--- config.mk ---
export PLATFORM = sky130hd
export DESIGN_NAME = load_store_unit
export DESIGN_NICKNAME = d
export VERILOG_FILES = /design/src/rtl/load_store_unit.sv
export SDC_FILE = /design/constraint.sdc
export NUM_CORES = 1
export LEC_CHECK = 0
export ABC_CLOCK_PERIOD_IN_PS = 6850
export BUFFER_PORTS_ARGS = -buffer_cell sky130_fd_sc_hd__buf_2
export CAP_MARGIN = 30
export CORE_ASPECT_RATIO = 1.75
export CORE_MARGIN = 3
export CORE_UTILIZATION = 55
export DETAILED_ROUTE_END_ITERATION = 10
export PLACE_DENSITY_LB_ADDON = 0.08
export SLEW_MARGIN = 20
export SYNTH_ARGS = -nofsm -noshare
export SYNTH_HDL_FRONTEND = slang
export SYNTH_SLANG_ARGS = --single-unit
--- constraint.sdc ---
create_clock -name clock -period 6.85 [get_ports clock]
set_input_delay 0.685 -clock clock [delete_from_list [all_inputs] [get_ports clock]]
set_output_delay 0.685 -clock clock [all_outputs]
set_load 0.1 [all_outputs]
--- src/rtl/load_store_unit.sv ---
// load_store_unit -- initiator side of a word-organised data memory port.
//
// Takes one RV32I load/store at a time (LB/LH/LW/LBU/LHU/SB/SH/SW) and runs it
// against a memory with combinational read and posedge write commit.
// Sub-word stores are done as read-modify-write through a merge buffer.
//
// Flow: IDLE -> READ -> RESP          loads
//       IDLE -> WRITE -> RESP         SW
//       IDLE -> READ -> WRITE -> RESP SB/SH
//       IDLE -> RESP                  illegal funct3 / misaligned
//
// Ports:
//   clock, reset         clock, async active-low reset
//   req_valid/req_ready  request handshake (ready only in IDLE)
//   req_store            1 = store, 0 = load
//   req_funct3           RV32I width/sign code
//   req_addr, req_wdata  byte address, store data
//   resp_valid           one-cycle completion pulse
//   resp_rdata           extended load result, holds until next load
//   resp_error           illegal funct3 / misaligned, qualified by resp_valid
//   mem_read_enable, mem_write_enable, address (word index), write_data
//   read_data            combinational memory return
//
// Build option: LSU_MISALIGN_TRAP_EN -- when defined, misaligned H/W accesses
// are reported as errors with no memory access; otherwise the low address
// bits are masked off so the access is forced aligned.
module load_store_unit #(
  parameter int WORD_ADDR_BITS = 10
) (
  input  logic        clock,
  input  logic        reset,
  input  logic        req_valid,
  output logic        req_ready,
  input  logic        req_store,
  input  logic [2:0]  req_funct3,
  input  logic [31:0] req_addr,
  input  logic [31:0] req_wdata,
  output logic        resp_valid,
  output logic [31:0] resp_rdata,
  output logic        resp_error,
  output logic        mem_read_enable,
  output logic        mem_write_enable,
  output logic [31:0] address,
  output logic [31:0] write_data,
  input  logic [31:0] read_data
);

  typedef enum logic [1:0] {S_IDLE, S_READ, S_WRITE, S_RESP} state_e;

  state_e                    state_q, state_d;
  logic                      store_q;
  logic [2:0]                f3_q;
  logic [WORD_ADDR_BITS-1:0] idx_q;
  logic [31:0]               wdata_q;
  logic [1:0]                off_q;
  logic                      err_q;
  logic [31:0]               rdata_q;
  logic [31:0]               merge_q;

  logic        accept;
  logic        req_err;
  logic [1:0]  off_eff;
  logic        illegal;

  // Address bits above the word index wrap away by design.
  logic unused_addr_hi;
  assign unused_addr_hi = ^req_addr[31:WORD_ADDR_BITS+2];

  assign accept  = req_valid && (state_q == S_IDLE);
  assign illegal = (req_funct3 == 3'b011) || (req_funct3[2:1] == 2'b11) ||
                   (req_store && req_funct3[2]);

`ifdef LSU_MISALIGN_TRAP_EN
  logic misalign;
  assign misalign = ((req_funct3[1:0] == 2'b01) && req_addr[0]) ||
                    ((req_funct3[1:0] == 2'b10) && (req_addr[1:0] != 2'b00));
  assign req_err  = illegal || misalign;
  assign off_eff  = req_addr[1:0];
`else
  assign req_err = illegal;
  // Force alignment: halves drop addr[0], words drop addr[1:0].
  always_comb begin
    off_eff = req_addr[1:0];
    case (req_funct3[1:0])
      2'b01:   off_eff = {req_addr[1], 1'b0};
      2'b10:   off_eff = 2'b00;
      default: off_eff = req_addr[1:0];
    endcase
  end
`endif

  // Load extraction from the live memory return.
  logic [7:0]  byte_v;
  logic [15:0] half_v;
  logic [31:0] load_ext;
  assign byte_v = read_data[{off_q, 3'b000} +: 8];
  assign half_v = read_data[{off_q[1], 4'b0000} +: 16];

  always_comb begin
    case (f3_q)
      3'b000:  load_ext = {{24{byte_v[7]}}, byte_v};
      3'b001:  load_ext = {{16{half_v[15]}}, half_v};
      3'b100:  load_ext = {24'h0, byte_v};
      3'b101:  load_ext = {16'h0, half_v};
      default: load_ext = read_data;
    endcase
  end

  // Old word with the store lane substituted.
  logic [31:0] wmerge;
  always_comb begin
    wmerge = merge_q;
    if (f3_q[1:0] == 2'b00)      wmerge[{off_q, 3'b000} +: 8]     = wdata_q[7:0];
    else if (f3_q[1:0] == 2'b01) wmerge[{off_q[1], 4'b0000} +: 16] = wdata_q[15:0];
  end

  // State register
  always_ff @(posedge clock or negedge reset) begin
    if (!reset) state_q <= S_IDLE;
    else        state_q <= state_d;
  end

  // Next-state logic
  always_comb begin
    state_d = state_q;
    case (state_q)
      S_IDLE: begin
        if (req_valid) begin
          if (req_err)                                  state_d = S_RESP;
          else if (req_store && req_funct3[1:0] == 2'b10) state_d = S_WRITE;
          else                                          state_d = S_READ;
        end
      end
      S_READ:  state_d = store_q ? S_WRITE : S_RESP;
      S_WRITE: state_d = S_RESP;
      S_RESP:  state_d = S_IDLE;
      default: state_d = S_IDLE;
    endcase
  end

  // Request latch, load result and merge buffer
  always_ff @(posedge clock or negedge reset) begin
    if (!reset) begin
      store_q <= 1'b0;
      f3_q    <= 3'b000;
      idx_q   <= '0;
      wdata_q <= 32'h0;
      off_q   <= 2'b00;
      err_q   <= 1'b0;
      rdata_q <= 32'h0;
      merge_q <= 32'h0;
    end else begin
      if (accept) begin
        store_q <= req_store;
        f3_q    <= req_funct3;
        idx_q   <= req_addr[WORD_ADDR_BITS+1:2];
        wdata_q <= req_wdata;
        off_q   <= off_eff;
        err_q   <= req_err;
      end
      if (state_q == S_READ) begin
        if (store_q) merge_q <= read_data;
        else         rdata_q <= load_ext;
      end
    end
  end

  assign resp_rdata = rdata_q;

  // Outputs decoded from state; strobes drop as soon as reset forces IDLE.
  always_comb begin
    req_ready        = 1'b0;
    resp_valid       = 1'b0;
    resp_error       = 1'b0;
    mem_read_enable  = 1'b0;
    mem_write_enable = 1'b0;
    address          = 32'h0;
    write_data       = 32'h0;
    case (state_q)
      S_IDLE: req_ready = 1'b1;
      S_READ: begin
        mem_read_enable = 1'b1;
        address         = {{(32-WORD_ADDR_BITS){1'b0}}, idx_q};
      end
      S_WRITE: begin
        mem_write_enable = 1'b1;
        address          = {{(32-WORD_ADDR_BITS){1'b0}}, idx_q};
        write_data       = (f3_q[1:0] == 2'b10) ? wdata_q : wmerge;
      end
      S_RESP: begin
        resp_valid = 1'b1;
        resp_error = err_q;
      end
      default: ;
    endcase
  end

endmodule

==> metrics.txt, run 1 <==
CP Launch Point off_q[1]; initial DRC count about 440; Levels on crit path 9; Starting Density 56.27%; dpl ws 2916 ps; reg-to-reg setup timing slack ~4000 ps; average wire per standard cell 19.98 microns; Worst Setup End Kind primary output; setup TNS 0 ps; warnings from Yosys 0; WHS approximately 280 ps; GR Overflow Total 0; hold bufs inserted after CTS 0; Netlist cell types 44; post-layout minimum cycle time around 4400 ps; Die Wd 88.28 microns; Worst Hold Class input port to asynchronous set/reset pin; post_cts resized 0; DRC viols 0; Post-Syn Area per Cell roughly 10 sq um; CP required 6160 ps; crit-path max FO 28; first-pass GRT wire length ~29000 microns; Clock Path Buffers 2; status finished, final reports clean; DR vias 5711; Startpoint Class flip-flop; CTS tree done; GRT Total Usage between 20% and 30%; crit path to write_data[13]; CP cell instances buf_4 -> clkinv_1 -> buf_4 -> ha_1 -> and4b_1 -> nor2b_1 -> nand2_1 -> a41oi_1 -> buf_2; Tightest Pin Transition around 900 ps; top_reg_cell synth dfrtp_1; routed wire length roughly 19000 microns; Clock Sinks roughly 120; Worst-Skew Late Latency a little over 400 ps; Seq cells post-synth approximately 120; Vias/cell around 6.1; antenna viol nets, final 0; delay-heaviest family, CP buffers and inverters; Synth top cells by count dfrtp_1, mux2_2, nand2_1; cell with the most instances after synthesis dfrtp_1; first-pass iteration count of the detailed router 6; CP dominant cell by count buf_4; Bufs and invs on worst path 4; final setup fails 0; Register-to-Register Path Depth 5; # IOs slightly above 200; ys async rst share 100.0%; Max Fclk 227.4 MHz; Die H 150.0 microns; layout cell share with drive strength beyond 1 37.14%; top-area cell type share of the netlist area 44.16%; placed inst area ~0.0073 sq mm; CP arrival approximately 3700 ps; Die ar. between 0.01 and 0.015 sq mm; max-slew violations 0; PnR worst setup slack roughly 2500 ps; port bufs between 150 and 200; Synth area leader dfrtp_1; vias in the first global route roughly 5500; Core Region 0.01158 sq mm; Num CTS Buffers 17; CP max stage cell clkinv_1; Post-Syn Instances 644; Fin. Hold Viols 0; Tcrit/Tclk final roughly 64%; initial antenna violation count 0; DP HPWL 13410 microns; post-route cell area roughly 0.0079 sq mm; antenna cells 0; RSZ-0062 raised after global routing no; Row Count 52; slew margin rel. about two fifths; worst r2r dst resp_rdata[7]; number of synthesized flops with an enable pin 0; RR Startpoint f3_q[0]; Reg clk slew, reported paths 50 ps; CP Class flip-flop to primary output; Syn Std Cell Area 0.006516 sq mm; clock root buffer clkbuf_16; maxcap violations 0; synthesis-to-layout area growth 21.79%; largest net degree at the start of global routing 70; register area share after synthesis roughly 44%; top cells by area in the synthesized netlist dfrtp_1, mux2_2, nand2_1, nand3_1, a22o_1; H-tree depth 4; max incr delay on CP 470 ps; post-CTS setup buffer count 0; count of nets after finishing approximately 900; global placer's final weighted congestion 0.9089; skew final roughly 8 ps
flip-flops by register name (all words and copies together), names as in the netlist:
| register | flops |
|---|---|
| idx_q | 10 |
| state_q | 2 |
| merge_q | 32 |
| store_q | 1 |
| wdata_q | 32 |
| err_q | 1 |
| resp_rdata | 32 |
| f3_q | 3 |
| off_q | 2 |
layout make-up:
type | instances | area (sq um)
Fill cell | 944 | 3645
Multi-Input combinational cell | 466 | 3294
Sequential cell | 115 | 2879
Timing Repair Buffer | 173 | 925.9
Clock buffer | 19 | 442.9
Clock inverter | 13 | 183.9
Tap cell | 135 | 168.9
Inverter | 11 | 41.29
logic make-up after synthesis:
family,count (synthesis),synth area share [%]
other,1,0.05755
buffers and inverters,84,6.567
DFF,115,44.16
AOI/OAI and AO/OA,161,17.63
muxes,99,16.82
and+or+nand+nor,172,12.46
adders and majority gates,12,2.304
metrics by stage:
stage	util, %	std cells
after CTS	68.29	931
after detailed placement	62.88	899
after global routing	68.53	932
final	68.53	932
after global placement	62.75	898
after floorplan	-	665
metal layers:
metal	part of all wire [%]	GRT usage (%)	routed length, microns
met2	51	46.44	9451
met5	0	0	0
met1	39	36.34	7342
met3	5.9	5.014	1101
met4	3.9	14.67	729
worst min path at each step:
stage	start	to	slack, ps	cells past startpoint
6_report	reset	resp_rdata[12]	280	1
5_1_grt	reset	resp_rdata[8]	320	1
4_1_cts	reset	resp_rdata[12]	320	1
3_5_place_dp	err_q	err_q	460	1
3_3_place_gp	err_q	err_q	450	1
2_1_floorplan	reset	err_q	390	0
worst register-to-register path: cells and delay by family (launching register included):
family,cells,cell delay (ps)
AOI/OAI and AO/OA,2,600
and+or+nand+nor,2,1090
DFF,1,470
buffers and inverters,1,570
cells in the final DEF (no fill, tap or decap), types with 17 or more instances in the layout:
cell	instances
mux2_2	84
buf_2	160
nand2_1	66
nand3_1	44
o21ai_0	32
conb_1	22
o22ai_1	19
a21oi_1	27
dfrtp_1	114
a22o_1	23
clkbuf_16	17
nor2_1	21
Power of run 1 is not shown: default switching activity piles up to over one toggle a cycle in this logic, so the estimate is an artifact.
==> run 2: changes to the inputs <==
--- a/config.mk
+++ b/config.mk
@@ -5,12 +5,13 @@
 export SDC_FILE = /design/constraint.sdc
 export NUM_CORES = 1
 export LEC_CHECK = 0
-export ABC_CLOCK_PERIOD_IN_PS = 6850
+export ABC_AREA = 1
+export ABC_CLOCK_PERIOD_IN_PS = 4300
 export BUFFER_PORTS_ARGS = -buffer_cell sky130_fd_sc_hd__buf_2
 export CAP_MARGIN = 30
 export CORE_ASPECT_RATIO = 1.75
 export CORE_MARGIN = 3
-export CORE_UTILIZATION = 55
+export CORE_UTILIZATION = 52
 export DETAILED_ROUTE_END_ITERATION = 10
 export PLACE_DENSITY_LB_ADDON = 0.08
 export SLEW_MARGIN = 20
==> constraint.sdc (replaced) <==
create_clock -name clock -period 4.3 [get_ports clock]
set_input_delay 0.43 -clock clock [delete_from_list [all_inputs] [get_ports clock]]
set_output_delay 0.43 -clock clock [all_outputs]
set_load 0.1 [all_outputs]
==> metrics.txt, run 2 <==
status finished, final reports clean; CP required 3870 ps; layout cell share with drive strength beyond 1 between 20% and 30%; Max Fclk about 300 MHz; warnings from Yosys 0; WHS Path Cells 3; top-area cell type share of the netlist area between 40% and 50%; DP HPWL 15570 microns; Reg clk slew, reported paths 60 ps; most common library cell in the layout ignoring fill and taps nand2_1; Die ar. about 0.014 sq mm; most frequent cells in the layout nand2_1, buf_2, dfrtp_1; Worst-Skew Late Latency approximately 410 ps; first-pass iteration count of the detailed router 5; register area share after synthesis roughly 43%; maxcap violations 0; slew margin rel. 40.05%; Fin. Hold Viols 0; # fillers about 1200; Syn Std Cell Area 0.006755 sq mm; WHS Endpoint idx_q[2]; average wire per standard cell between 15 and 20 microns; Startpoint Class flip-flop; FF+latch area 0.002878 sq mm; vias in the first global route around 6400; Num CTS Buffers 17; global placer's final weighted congestion just under 1; ys async rst share between 90% and 100%; top cells by area in the synthesized netlist dfrtp_1, nand2_1, o21ai_0, a21oi_1, inv_1; CP cell instances inv_4 -> nand2_2 -> nor2_2 -> a21oi_2 -> nor2_1 -> nor3_1 -> buf_2; Worst Setup End Kind primary output; Post-Syn Instances approximately 960; Worst Hold Class input port to flip-flop; max incr delay on CP 930 ps; Die H approximately 160 microns; CP max stage cell dfrtp_1; initial antenna violation count 0; GRT Total Usage about 30%; count of nets after finishing 1212; number of synthesized flops with an enable pin 0; reg-to-reg setup timing slack approximately 1800 ps; Post-Syn Area per Cell approximately 7.1 sq um; # IOs just over 200; Bufs and invs on worst path 2; synthesis-to-layout area growth 19.99%; crit-path max FO 25; final setup fails 0; port bufs approximately 160; DRC viols 0; top_reg_cell synth dfrtp_1; Tcrit/Tclk final between 70% and 80%; Netlist cell types 28; RR Startpoint state_q[0]; worst r2r dst wdata_q[3]; Tightest Pin Transition between 800 and 900 ps; antenna cells 0; first-pass GRT wire length around 33000 microns; Vias/cell 5.251; GR Overflow Total 0; Core Region approximately 0.013 sq mm; multi-input logic area approximately 0.0031 sq mm; DR vias 6706; clock root buffer clkbuf_16; Clock Sinks roughly 120; Starting Density between 50% and 60%; RSZ-0062 raised after global routing no; Synth area leader dfrtp_1; Seq cells post-synth 115; max-slew violations 0; antenna viol nets, final 0; CP arrival about 2900 ps; routed wire length ~21000 microns; skew final about 9.4 ps; delay-heaviest family, CP flip-flops; Synth top cells by count nand2_1, dfrtp_1, o21ai_0; H-tree depth 4; Hold Path Origin req_addr[4]; CP Class flip-flop to primary output; CTS tree done; Clock Path Buffers 2; initial DRC count around 410; cell with the most instances after synthesis nand2_1; Die Wd slightly above 90 microns; Row Count 54; setup TNS 0 ps; largest net degree at the start of global routing between 60 and 70; Register-to-Register Path Depth 8; post-layout minimum cycle time 3345 ps
run 2: worst max path at each step:
stage                from              to  slack (ps)  depth (start not counted)
6_report          f3_q[1]  write_data[11]         960                          7
3_5_place_dp      f3_q[1]  write_data[11]        1410                          7
5_1_grt           f3_q[1]  write_data[14]         780                          7
3_3_place_gp      f3_q[1]  write_data[11]        1440                          7
4_1_cts           f3_q[1]  write_data[11]         970                          7
2_1_floorplan  state_q[0]  write_data[11]         190                          5
run 2: layout make-up:
class                      instances  area share, %
inverter                         108          5.032
clock buffer                      17          5.249
sequential                       115          35.50
clock inverter                    14          1.652
timing repair buffer             174          11.21
multi-input combinational        681          38.76
tap                              168          2.593
run 2: kinds of logic (layout without fill, tap and decap cells):
| group | after synthesis | after routing | synth area share [%] |
|---|---|---|---|
| AO/OA/AOI/OAI | 224 | 224 | 17.63 |
| adder cells (fa/ha/maj) | 12 | 12 | 2.223 |
| buffers and inverters | 181 | 313 | 12.09 |
| flip-flops | 115 | 115 | 42.60 |
| other | 1 | 22 | 0.05551 |
| AND/OR/NAND/NOR | 423 | 423 | 25.39 |
run 2: tightest hold or removal path: cells and delay by family:
kind	cells	cell delay [ps]
buf+inv	1	70
simple gates	2	80
run 2: timing repair:
item | 4_1_cts | 5_1_grt
hold buffers | 1 | 0
hold endpoints to repair | 25 | 0
buffers inserted | 0 | 0
gates resized for setup | 0 | 0
run 2: per-stage QoR:
step           instances  worst slack (ps)  util, %  cell area [sq um]  hold slack (ps)
3_3_place_gp        1245              1436    59.97               7536            366.4
2_1_floorplan        977             192.9        -               6834            134.4
3_5_place_dp        1245              1405    59.97               7536            364.6
4_1_cts             1277             968.3    64.50               8105            199.9
5_1_grt             1277             781.1    64.50               8105            196.9
6_report            1277             955.1    64.50               8105            206.0
run 2: per-layer routing:
metal | GRT usage [%] | share of wire [%] | vias up
met5 | 0 | 0 | -
met4 | 18.78 | 6.3 | 0
met3 | 5.820 | 5.9 | 66
met2 | 49.44 | 50 | 268
met1 | 34.61 | 38 | 3068
li1 | - | - | 3304
Power of run 2 is left out for the same reason.
==> run 3: changes to the inputs <==
--- a/config.mk
+++ b/config.mk
@@ -6,12 +6,12 @@
 export NUM_CORES = 1
 export LEC_CHECK = 0
 export ABC_AREA = 1
-export ABC_CLOCK_PERIOD_IN_PS = 4300
+export ABC_CLOCK_PERIOD_IN_PS = 3000
 export BUFFER_PORTS_ARGS = -buffer_cell sky130_fd_sc_hd__buf_2
 export CAP_MARGIN = 30
 export CORE_ASPECT_RATIO = 1.75
 export CORE_MARGIN = 3
-export CORE_UTILIZATION = 52
+export CORE_UTILIZATION = 47
 export DETAILED_ROUTE_END_ITERATION = 10
 export PLACE_DENSITY_LB_ADDON = 0.08
 export SLEW_MARGIN = 20
==> constraint.sdc (replaced) <==
create_clock -name clock -period 3 [get_ports clock]
set_input_delay 0.3 -clock clock [delete_from_list [all_inputs] [get_ports clock]]
set_output_delay 0.3 -clock clock [all_outputs]
set_load 0.1 [all_outputs]
==> metrics.txt, run 3 (same netlist as run 2, synthesis figures left out) <==
RR Startpoint off_q[1]; GRT Total Usage 27.63%; antenna viol nets, final 0; Die H 164.6 microns; count of nets after finishing 1216; Row Count 57; initial antenna violation count 0; Vias/cell approximately 5.3; average wire per standard cell around 17 microns; status finished, final reports clean; maxcap violations 0; most frequent cells in the layout nand2_1, buf_2, dfrtp_1; RSZ-0062 raised after global routing no; DRC viols 0; initial DRC count approximately 470; Max Fclk 355.5 MHz; Die ar. between 0.015 and 0.02 sq mm; first-pass iteration count of the detailed router 5; fin util ~64%; Die Wd ~97 microns; reg-to-reg setup timing slack approximately 940 ps; CP Launch Point off_q[0]; CP arrival 2510 ps; WHS Endpoint idx_q[6]; DP HPWL 16670 microns; # IOs slightly above 200; first-pass GRT wire length 34600 microns; global placer's final weighted congestion ~0.9; vias in the first global route around 6700; max-slew violations 0; H-tree depth 4; Worst-Skew Late Latency ~420 ps; Worst Setup End Kind primary output; most common library cell in the layout ignoring fill and taps nand2_1; antenna cells 0; CTS tree done; port bufs about 160; GR Overflow Total 0; final setup fails 0; Worst Hold Class input port to flip-flop; clock root buffer clkbuf_16; slew margin rel. between 50 and 60%; Fin. Hold Viols 0; skew final roughly 9 ps; Num CTS Buffers 17; Startpoint Class flip-flop; Tightest Pin Transition 609.9 ps; synthesis-to-layout area growth 31.71%; CP required about 2700 ps; CP Class flip-flop to primary output; Hold Path Origin req_addr[8]; worst r2r dst resp_rdata[1]; Reg clk slew, reported paths ~60 ps; Register-to-Register Path Depth 5; crit-path max FO 41; routed wire length around 22000 microns; largest net degree at the start of global routing 65; DR vias about 6800; Clock Sinks approximately 120; Core Region 0.01398 sq mm; WHS Path Cells 3; Starting Density between 40% and 50%; post-layout minimum cycle time about 2800 ps; Clock Path Buffers 2; Tcrit/Tclk final between 90% and 100%; layout cell share with drive strength beyond 1 between 20% and 30%
-- run 3: changes by cell type in the layout (fill, tap and decap cells not counted), moves of 4 or more --
cell     previous run  this run
a21oi_1            84        77
nor2_4              1        17
buf_12              0        33
buf_2             160       128
nor2_1             66        50
a21oi_4             0         4
-- run 3: layout make-up --
| cell class | count | area (sq um) |
|---|---|---|
| Fill cell | 1345 | 5081 |
| Multi-Input combinational cell | 681 | 3323 |
| Sequential cell | 115 | 2878 |
| Timing Repair Buffer | 178 | 1431 |
| Clock buffer | 18 | 439.2 |
| Inverter | 108 | 411.6 |
| Tap cell | 177 | 221.5 |
| Clock inverter | 14 | 192.7 |
-- run 3: worst max-delay path, stage by stage (launching register included) --
cell      delay (ps)
dfrtp_1          360
buf_4            390
ha_1             330
nand2_1          220
o21ai_0          300
o211ai_1         180
nor2_4           140
buf_12           180
-- run 3: per-layer routing --
layer	global-route usage [%]	routed length, microns
met1	30.76	8042
met2	50.31	11770
met3	4.396	1264
met4	14.82	1043
met5	0	0
-- run 3: worst max path at each step --
stage,endpoint,depth (start not counted)
floorplan,write_data[0],5
global placement,write_data[31],7
CTS,write_data[31],7
global route,write_data[31],7
detailed placement,write_data[31],7
finish,write_data[31],7
-- run 3: through the flow --
stage	TNS, ps	hold WS (ps)	setup WS [ps]	std cells	area, sq um
finish	0	69.31	186.9	1291	8897
global route	0	69.57	35.00	1291	8897
CTS	0	64.15	188.9	1291	8894
detailed placement	0	309.3	646.1	1258	8252
global placement	0	309.7	654.4	1258	8252
floorplan	-3609	4.409	-497.4	977	7015
-- run 3: timing repair --
action                                  in CTS  in global routing
endpoints found under the setup margin       0                  1
hold buffers                                 1                  0
buffers inserted                             0                  0
gates resized for setup                      0                  1
hold endpoints to repair                    37                  0
Power of run 3 is left out for the same reason.
